==> src/rtl/axis_downsizer.sv <==
// axis_downsizer: AXI-Stream width downsizer.
//
// Each S_DATA_WIDTH input beat is split into up to RATIO = S_DATA_WIDTH / M_DATA_WIDTH output
// beats, one per output lane that has at least one tkeep bit set. Lanes with no kept bytes are
// skipped. tlast is raised on the last kept lane of a beat that carried tlast. An all-zero-keep
// beat with tlast set produces a single beat with tkeep = 0, so frame boundaries survive.
// tuser/tid/tdest are latched per input beat and repeated on each of its output beats.
//
// Optional feature (define AXIS_DOWNSIZER_STATS_EN): adds frame_count and byte_count outputs.
//
// Parameters:
//   S_DATA_WIDTH  input data width, multiple of M_DATA_WIDTH
//   M_DATA_WIDTH  output data width, multiple of 8
//   MSB_FIRST     0: lane 0 emitted first, 1: most-significant lane emitted first
//   USER_WIDTH, ID_WIDTH, DEST_WIDTH  sideband widths
//
// Ports:
//   clk, rst                  clock, synchronous active-high reset
//   s_axis_*                  wide input stream (tdata/tkeep/tvalid/tready/tlast/tuser/tid/tdest)
//   m_axis_*                  narrow output stream, same signal set
//   frame_count, byte_count   (stats build only) accepted tlast beats / accepted kept bytes

module axis_downsizer #(
    parameter int unsigned S_DATA_WIDTH = 16,
    parameter int unsigned M_DATA_WIDTH = 8,
    parameter int unsigned MSB_FIRST    = 0,
    parameter int unsigned USER_WIDTH   = 1,
    parameter int unsigned ID_WIDTH     = 8,
    parameter int unsigned DEST_WIDTH   = 8
) (
    input  logic                      clk,
    input  logic                      rst,
    input  logic [S_DATA_WIDTH-1:0]   s_axis_tdata,
    input  logic [S_DATA_WIDTH/8-1:0] s_axis_tkeep,
    input  logic                      s_axis_tvalid,
    output logic                      s_axis_tready,
    input  logic                      s_axis_tlast,
    input  logic [USER_WIDTH-1:0]     s_axis_tuser,
    input  logic [ID_WIDTH-1:0]       s_axis_tid,
    input  logic [DEST_WIDTH-1:0]     s_axis_tdest,
    output logic [M_DATA_WIDTH-1:0]   m_axis_tdata,
    output logic [M_DATA_WIDTH/8-1:0] m_axis_tkeep,
    output logic                      m_axis_tvalid,
    input  logic                      m_axis_tready,
    output logic                      m_axis_tlast,
    output logic [USER_WIDTH-1:0]     m_axis_tuser,
    output logic [ID_WIDTH-1:0]       m_axis_tid,
    output logic [DEST_WIDTH-1:0]     m_axis_tdest
`ifdef AXIS_DOWNSIZER_STATS_EN
    ,
    output logic [31:0]               frame_count,
    output logic [31:0]               byte_count
`endif
);

    localparam int unsigned RATIO = S_DATA_WIDTH / M_DATA_WIDTH;
    localparam int unsigned SKW   = S_DATA_WIDTH / 8;
    localparam int unsigned MKW   = M_DATA_WIDTH / 8;
    localparam int unsigned PW    = (RATIO > 1) ? $clog2(RATIO) : 1;

    typedef enum logic [0:0] {StEmpty, StEmit} state_e;

    // Emission position -> physical lane index.
    function automatic int phys_lane(input int p);
        return (MSB_FIRST != 0) ? (int'(RATIO) - 1 - p) : p;
    endfunction

    // Is any position >= start set in the position-ordered kept mask?
    function automatic logic has_from(input logic [RATIO-1:0] mask, input int start);
        logic r;
        r = 1'b0;
        for (int p = 0; p < int'(RATIO); p++) begin
            if (p >= start && mask[p]) r = 1'b1;
        end
        return r;
    endfunction

    // Lowest set position >= start (0 when none).
    function automatic logic [PW-1:0] first_from(input logic [RATIO-1:0] mask, input int start);
        logic [PW-1:0] r;
        r = '0;
        for (int p = int'(RATIO) - 1; p >= 0; p--) begin
            if (p >= start && mask[p]) r = PW'(p);
        end
        return r;
    endfunction

    state_e                  state;
    logic [S_DATA_WIDTH-1:0] data_q;
    logic [SKW-1:0]          keep_q;
    logic [RATIO-1:0]        pmask_q;   // kept lanes, indexed by emission position
    logic [PW-1:0]           pos_q;     // emission position currently on m_axis
    logic                    last_q;

    logic [RATIO-1:0]        in_pmask;
    logic                    in_any;
    logic [PW-1:0]           in_pos;
    logic                    in_more;
    logic [M_DATA_WIDTH-1:0] in_lane_data;
    logic [MKW-1:0]          in_lane_keep;
    logic                    cur_more;
    logic [PW-1:0]           nxt_pos;
    logic                    nxt_more;
    logic [M_DATA_WIDTH-1:0] nxt_lane_data;
    logic [MKW-1:0]          nxt_lane_keep;
    logic                    s_fire;
    logic                    m_fire;

    always_comb begin
        in_pmask = '0;
        for (int p = 0; p < int'(RATIO); p++) begin
            in_pmask[p] = |s_axis_tkeep[phys_lane(p) * MKW +: MKW];
        end
        in_any        = has_from(in_pmask, 0);
        in_pos        = first_from(in_pmask, 0);
        in_more       = has_from(in_pmask, int'(in_pos) + 1);
        in_lane_data  = s_axis_tdata[phys_lane(int'(in_pos)) * M_DATA_WIDTH +: M_DATA_WIDTH];
        in_lane_keep  = s_axis_tkeep[phys_lane(int'(in_pos)) * MKW +: MKW];

        cur_more      = has_from(pmask_q, int'(pos_q) + 1);
        nxt_pos       = first_from(pmask_q, int'(pos_q) + 1);
        nxt_more      = has_from(pmask_q, int'(nxt_pos) + 1);
        nxt_lane_data = data_q[phys_lane(int'(nxt_pos)) * M_DATA_WIDTH +: M_DATA_WIDTH];
        nxt_lane_keep = keep_q[phys_lane(int'(nxt_pos)) * MKW +: MKW];
    end

    assign m_axis_tvalid = (state == StEmit);
    // A new beat can load in the same cycle the final lane of the current one is taken.
    assign s_axis_tready = !rst && ((state == StEmpty) || (m_axis_tready && !cur_more));
    assign s_fire        = s_axis_tvalid && s_axis_tready;
    assign m_fire        = m_axis_tvalid && m_axis_tready;

    always_ff @(posedge clk) begin
        if (rst) begin
            state        <= StEmpty;
            data_q       <= '0;
            keep_q       <= '0;
            pmask_q      <= '0;
            pos_q        <= '0;
            last_q       <= 1'b0;
            m_axis_tdata <= '0;
            m_axis_tkeep <= '0;
            m_axis_tlast <= 1'b0;
            m_axis_tuser <= '0;
            m_axis_tid   <= '0;
            m_axis_tdest <= '0;
        end else if (m_fire && cur_more) begin
            pos_q        <= nxt_pos;
            m_axis_tdata <= nxt_lane_data;
            m_axis_tkeep <= nxt_lane_keep;
            m_axis_tlast <= last_q && !nxt_more;
        end else if (s_fire) begin
            // A null beat carries zero data so its single tlast beat shows tdata = 0.
            data_q       <= in_any ? s_axis_tdata : '0;
            keep_q       <= s_axis_tkeep;
            pmask_q      <= in_pmask;
            pos_q        <= in_pos;
            last_q       <= s_axis_tlast;
            m_axis_tdata <= in_any ? in_lane_data : '0;
            m_axis_tkeep <= in_lane_keep;
            m_axis_tlast <= s_axis_tlast && !in_more;
            m_axis_tuser <= s_axis_tuser;
            m_axis_tid   <= s_axis_tid;
            m_axis_tdest <= s_axis_tdest;
            // Null beat without tlast is swallowed.
            state        <= (in_any || s_axis_tlast) ? StEmit : StEmpty;
        end else if (m_fire) begin
            state <= StEmpty;
        end
    end

`ifdef AXIS_DOWNSIZER_STATS_EN
    always_ff @(posedge clk) begin
        if (rst) begin
            frame_count <= '0;
            byte_count  <= '0;
        end else if (m_fire) begin
            if (m_axis_tlast) frame_count <= frame_count + 32'd1;
            byte_count <= byte_count + 32'($countones(m_axis_tkeep));
        end
    end
`else
    // Statistics counters are not built.
`endif

endmodule

==> config.mk <==
export PLATFORM = sky130hd
export DESIGN_NAME = axis_downsizer
export DESIGN_NICKNAME = d
export VERILOG_FILES = /design/src/rtl/axis_downsizer.sv
export SDC_FILE = /design/constraint.sdc
export NUM_CORES = 1
export LEC_CHECK = 0
export BUFFER_PORTS_ARGS = -buffer_cell sky130_fd_sc_hd__buf_2
export CAP_MARGIN = 25
export CORE_UTILIZATION = 35
export CTS_CLUSTER_DIAMETER = 100
export DETAILED_ROUTE_END_ITERATION = 10
export PLACE_DENSITY_LB_ADDON = 0.2
export SLEW_MARGIN = 30
export SYNTH_ARGS = -nofsm -noshare
export SYNTH_HDL_FRONTEND = slang
export SYNTH_SLANG_ARGS = --single-unit
==> constraint.sdc <==
create_clock -name clk -period 2 [get_ports clk]
set_input_delay 0 -clock clk [delete_from_list [all_inputs] [get_ports clk]]
set_output_delay 0 -clock clk [all_outputs]
set_load 0.005 [all_outputs]
# Yosys cells after proc, flatten, opt, wreduce, memory -nomap -nowiden
# Index checks and enable logic that the tools add are counted.
# Widths: inputs -> output; s select.
# word_totals
regBits	48
in_bits	40
output_inout_bits	29
word_cells	74
# classes
add_sub_neg	3
n_lt_le_gt_ge	6
shift	4
mux	25
bitwise_logic	2
reduce_logical	23
# op_table
cell	count
$shiftx 16x5->8	2
$mux 8	3
$mux 1	21
$mux 16	1
$logic_and 1x1->1	13
$ge 1x2->1 const A	6
$add 1x1->2 const B	3
$logic_not 1->1	4
$reduce_and 2->1	2
$reduce_bool 2->1	2
$shiftx 2x2->1	2
$logic_or 1x1->1	2
$not 1->1	2

# Longest topological paths before layout
# logic_depth
word_depth	13
ltp_mapped	9
ltp_nobuf	5

# Worst setup path before layout
# No wires, ideal clock.
# synth_timing
path_kind	reg2reg
startpoint	reg pos_q
endpoint	reg pos_q
setup_ps	131
arrival_ps	1225
t_required_ps	1869
path_slack_ps	644
path_stages_with_launch	9
n_path_buf	3
period_less_slack_ps	1356
cell_sequence	dfxtp_1 > nand2b_1 > a31oi_1 > buf_4 > inv_2 > buf_6 > buf_6 > nand3_1 > o31ai_1
# synth_between
elab_chain_cells	11
word_cells_on_any_way	17
cone_classes	1 x add/sub; 2 x order compare; 5 x mux; 9 x reduce/logical
# synth_lines
element	line_no	source
start, declared	92	logic [PW-1:0] pos_q;
start signal, assigned	148	pos_q <= nxt_pos;
start signal, assigned	157	pos_q <= in_pos;
$add 1x1->2 (*)	120	cur_more = has_from(pmask_q, int'(pos_q) + 1);
$ge 1x2->1	73	if (p >= start && mask[p]) r = 1'b1;
$logic_and 1x1->1	73	
$mux 1	73	
$mux 1 (*)	73	
$logic_not 1->1 (*)	129	assign s_axis_tready = !rst && ((state == StEmpty) || (m_axis_tready && !cur_more));
$logic_and 1x1->1 (*)	129	
$logic_or 1x1->1 (*)	129	
$logic_and 1x1->1 (*)	129	
named net s_axis_tready	36	output logic s_axis_tready,
$logic_and 1x1->1 (*)	130	assign s_fire = s_axis_tvalid && s_axis_tready;
$reduce_bool 2->1 (no source line) (*)	--	
# The timed path passes the listed nets; every way through them passes the cells marked *.
# A chain may end at the register's enable or synchronous reset.

# Worst setup path in the final report
# layout_timing
startpoint	reg pos_q
endpoint	out s_axis_tready
# layout_between
elab_chain_cells	9
word_cells_on_any_way	11
cone_classes	1 x add/sub; 2 x order compare; 2 x mux; 6 x reduce/logical
# layout_lines
element	line_no
$add 1x1->2 (*)	120
$ge 1x2->1	73
$logic_and 1x1->1	73
$mux 1	73
$mux 1 (*)	73
$logic_not 1->1 (*)	129
$logic_and 1x1->1 (*)	129
$logic_or 1x1->1 (*)	129
$logic_and 1x1->1 (*)	129
end, declared	36
# Every way passes the cells marked *; elsewhere a longest branch is shown, timed or not.

==> impl_metrics.yaml <==
power_and_ir_drop:
  ir_worst_vdd_uv: 316
  p_sw_share_pct: 27.1
  combPwrFrac_pct: 18.5
  intPower_uw: 1220
  power.density_nw_per_um2: 712
  p_seq_share_pct: 50.9
  p_clk_share_pct: 30.6
  p_leak_uw: 0.00102
  p_switching_uw: 454
synth:
  synthCells: 196
  netlist_top_cells_area: "dfxtp_1 47%, a21oi_1 6.0%, nand3_1 6.0%"
  yosysMostFrequentCell: "dfxtp_1"
  synthTopCellsByCount: "39 x dfxtp_1, 20 x a21oi_1, 20 x nand3_1"
  yosysWarnings: 0
  ys.flop_type: "dfxtp_1"
  synthAdderAreaFrac_pct: 0
  synth-compound-area-share_pct: 26.3
  yosys.area_share.simple_pct: 17.2
  synthArstFlopShare_pct: 0
  netlist_area_um2: 1660
  synth_area_leader_cell: "dfxtp_1"
  synth-edff-count: 0
  synth.avg_cell_area_um2: 8.45
  netlist-cell-type-count: 28
  synth_xor_area_share_pct: 0
  synthMuxAreaShare_pct: 0.604
  synth_top_family_by_area: "compound AO/OA/AOI/OAI gates"
  synth_seq_cells: 39
  seq_area_frac_synth_pct: 47.1
  synth_top_area_share_pct: 47.1
  synth_nets: 236
finish:
  final_util_pct: 53.0
  fill_cells: 446
  n_antenna_cell: 0
  area_growth_pct: 42.1
  fin_nets: 323
  drive_above_1_share_pct: 30.6
setup_path:
  crit_buf_inv: 2
  r2r_cells: 5
  crit_required_ps: 2000
  cp-start-kind: "flip-flop"
  critPathMaxStageDelay_ps: 460
  cp.arrival_ps: 1810
  critPathKind: "reg -> out"
  reg2reg_slack_ps: 320
  slowest_stage: "a31oi_2"
  worstPathCellList: "nand2b_1, a31oi_2, inv_2, buf_2"
  worst-path-stages: 4
  cp_top_family: "buffers and inverters"
  cp_max_fo: 29
  endpoint_kind: "output pin"
routing:
  drc_errors: 0
  wl_um: 4660
  wl_per_cell_um: 13.9
  firstDrtPassIters: 6
  vias: 1760
  viasPerCell: 5.24
  initialDrtViolationCount: 117
  ant_nets: 0
flow_run:
  maxCapViolations: 0
global_route:
  antenna_found_initial: 0
  overflow: 0
  grtUsageTotal_pct: 19.2
  grt_max_degree: 30
  grt_pass1_wl_um: 7620
  grt_pass1_vias: 1633
clock_network:
  cts_tree: "done"
  clkTransAtPathRegs_ps: 70
  worst_skew_pair.late_latency_ps: 290
  clockRootBuffer: "clkbuf_8"
  cts_made_buffers: 5
  clock-sinks: 39
  clockBufferDepth: 2
  htreeDepth: 2
floorplan:
  die_h_um: 70.8
  initial_core_util_pct: 37.3
  die_area_um2: 5010
  io_pins: 69
  core_area_um2: 4440
  fp-row-count: 24
  die_x_um: 70.8
place:
  gp_congestion: 0.725
  dp_hpwl_um: 3000
  portBuffers: 68
timing:
  setup_viol: 0
  hold_slack_ps: -4.26
  maxSlewViolCount: 0
  rsz0062_at_grt: "no"
  hold_viol: 1
  tightest_slew_ps: 548
  period_minus_slack_ps: 1810
  skew_ps: 8.13
  finalSetupTns_ps: 0
  fin_crit_sh_pct: 90.7
  max_freq_ghz: 0.551
  slew_headroom_pct: 63.4
worst_hold_path:
  hp-class: "in -> reg"
  worstHoldPathCells: 3
run_status:
  violations: "negative hold slack"
  status: "finished, violations left"
through the flow:
| step | setup WS (ps) | hold WS, ps | area [um2] | total power (uW) | instances |
|---|---|---|---|---|---|
| 2_1_floorplan | 644 | 137 | 1660 | 1030 | 196 |
| 3_3_place_gp | 373 | 255 | 2000 | 1140 | 301 |
| 3_5_place_dp | 322 | 263 | 2000 | 1140 | 301 |
| 4_1_cts | 179 | 1.93 | 2350 | 1690 | 336 |
| 5_1_grt | 60.6 | 36.8 | 2350 | 1760 | 336 |
| 6_report | 185 | -4.26 | 2350 | 1680 | 336 |
final cells by class:
type                            count  area, um2  share of cell area (%)
Sequential cell                    39        781                    33.2
Clock buffer                        7       76.3                    3.24
Tap cell                           52       65.1                    2.76
Inverter                            3       11.3                   0.478
Timing Repair Buffer              104        678                    28.8
Multi-Input combinational cell    130        737                    31.3
Clock inverter                      1       5.00                   0.213
cell families after synthesis:
logic type,count (synthesis)
AOI/OAI and AO/OA,71
buffers and inverters,27
DFF,39
muxes,1
and+or+nand+nor,58
cell usage in the layout (no fill, tap or decap):
cell type       n
buf_2          68
buf_4           9
nand3_1        20
o31ai_1         2
clkinv_2        1
inv_1           1
nor3_1          8
nand4b_1        1
a21boi_0        1
dlygate4sd3_1  27
a211o_1         1
nor2_2          1
nand4_1         8
a21oi_1        20
nand2b_1        1
a221o_1         8
o2111a_1        1
a31oi_2         1
a22oi_1         8
a31oi_1         1
o21ai_0        18
inv_2           2
o21ai_1        10
clkbuf_1        2
mux2i_1         1
clkbuf_8        5
nor2_1          6
nor2b_1         1
dfxtp_1        39
nand2_1        12
tightest hold or removal path: stages:
cell and delay (ps):
buf_2 130, nand3_1 70, o21ai_1 50
power by group through the flow:
stage / Clock, uW / Combinational (uW) / Sequential [uW]
2_1_floorplan: 0 / 161 / 871
3_3_place_gp: 0 / 268 / 871
3_5_place_dp: 0 / 269 / 870
4_1_cts: 525 / 310 / 853
5_1_grt: 560 / 341 / 859
6_report: 513 / 309 / 853
registers in the layout (all words and copies together), names as in the netlist:
name,flops
m_axis_tdata,8
pos_q,1
m_axis_tid,8
m_axis_tdest,8
m_axis_tvalid,1
last_q,1
pmask_q,1
data_q,8
m_axis_tuser,1
m_axis_tkeep,1
m_axis_tlast,1
final timing paths:
check / startpoint / end
worst max-delay path: pos_q$_SDFFE_PP0P_ / s_axis_tready
worst min-delay path: s_axis_tkeep[1] / pmask_q[1]$_SDFFE_PP0P_
worst max register to register: pos_q$_SDFFE_PP0P_ / data_q[10]$_SDFFE_PP0P_
worst min register to register: data_q[8]$_SDFFE_PP0P_ / data_q[8]$_SDFFE_PP0P_
per-layer routing:
layer | vias to the layer above | share of wire [%] | GRT usage, %
met5 | - | 0 | 0
met1 | 820 | 47 | 25.0
met3 | 6 | 5.5 | 4.70
met4 | 0 | 1.2 | 6.44
met2 | 46 | 47 | 31.2
li1 | 888 | - | -
timing repair:
action                                 in CTS  in global routing
hold buffers                               27                  0
resized for setup                           0                  0
buffers inserted                            0                  0
endpoints found under the hold margin      27                  0
Power figures use the tool's default switching activity.
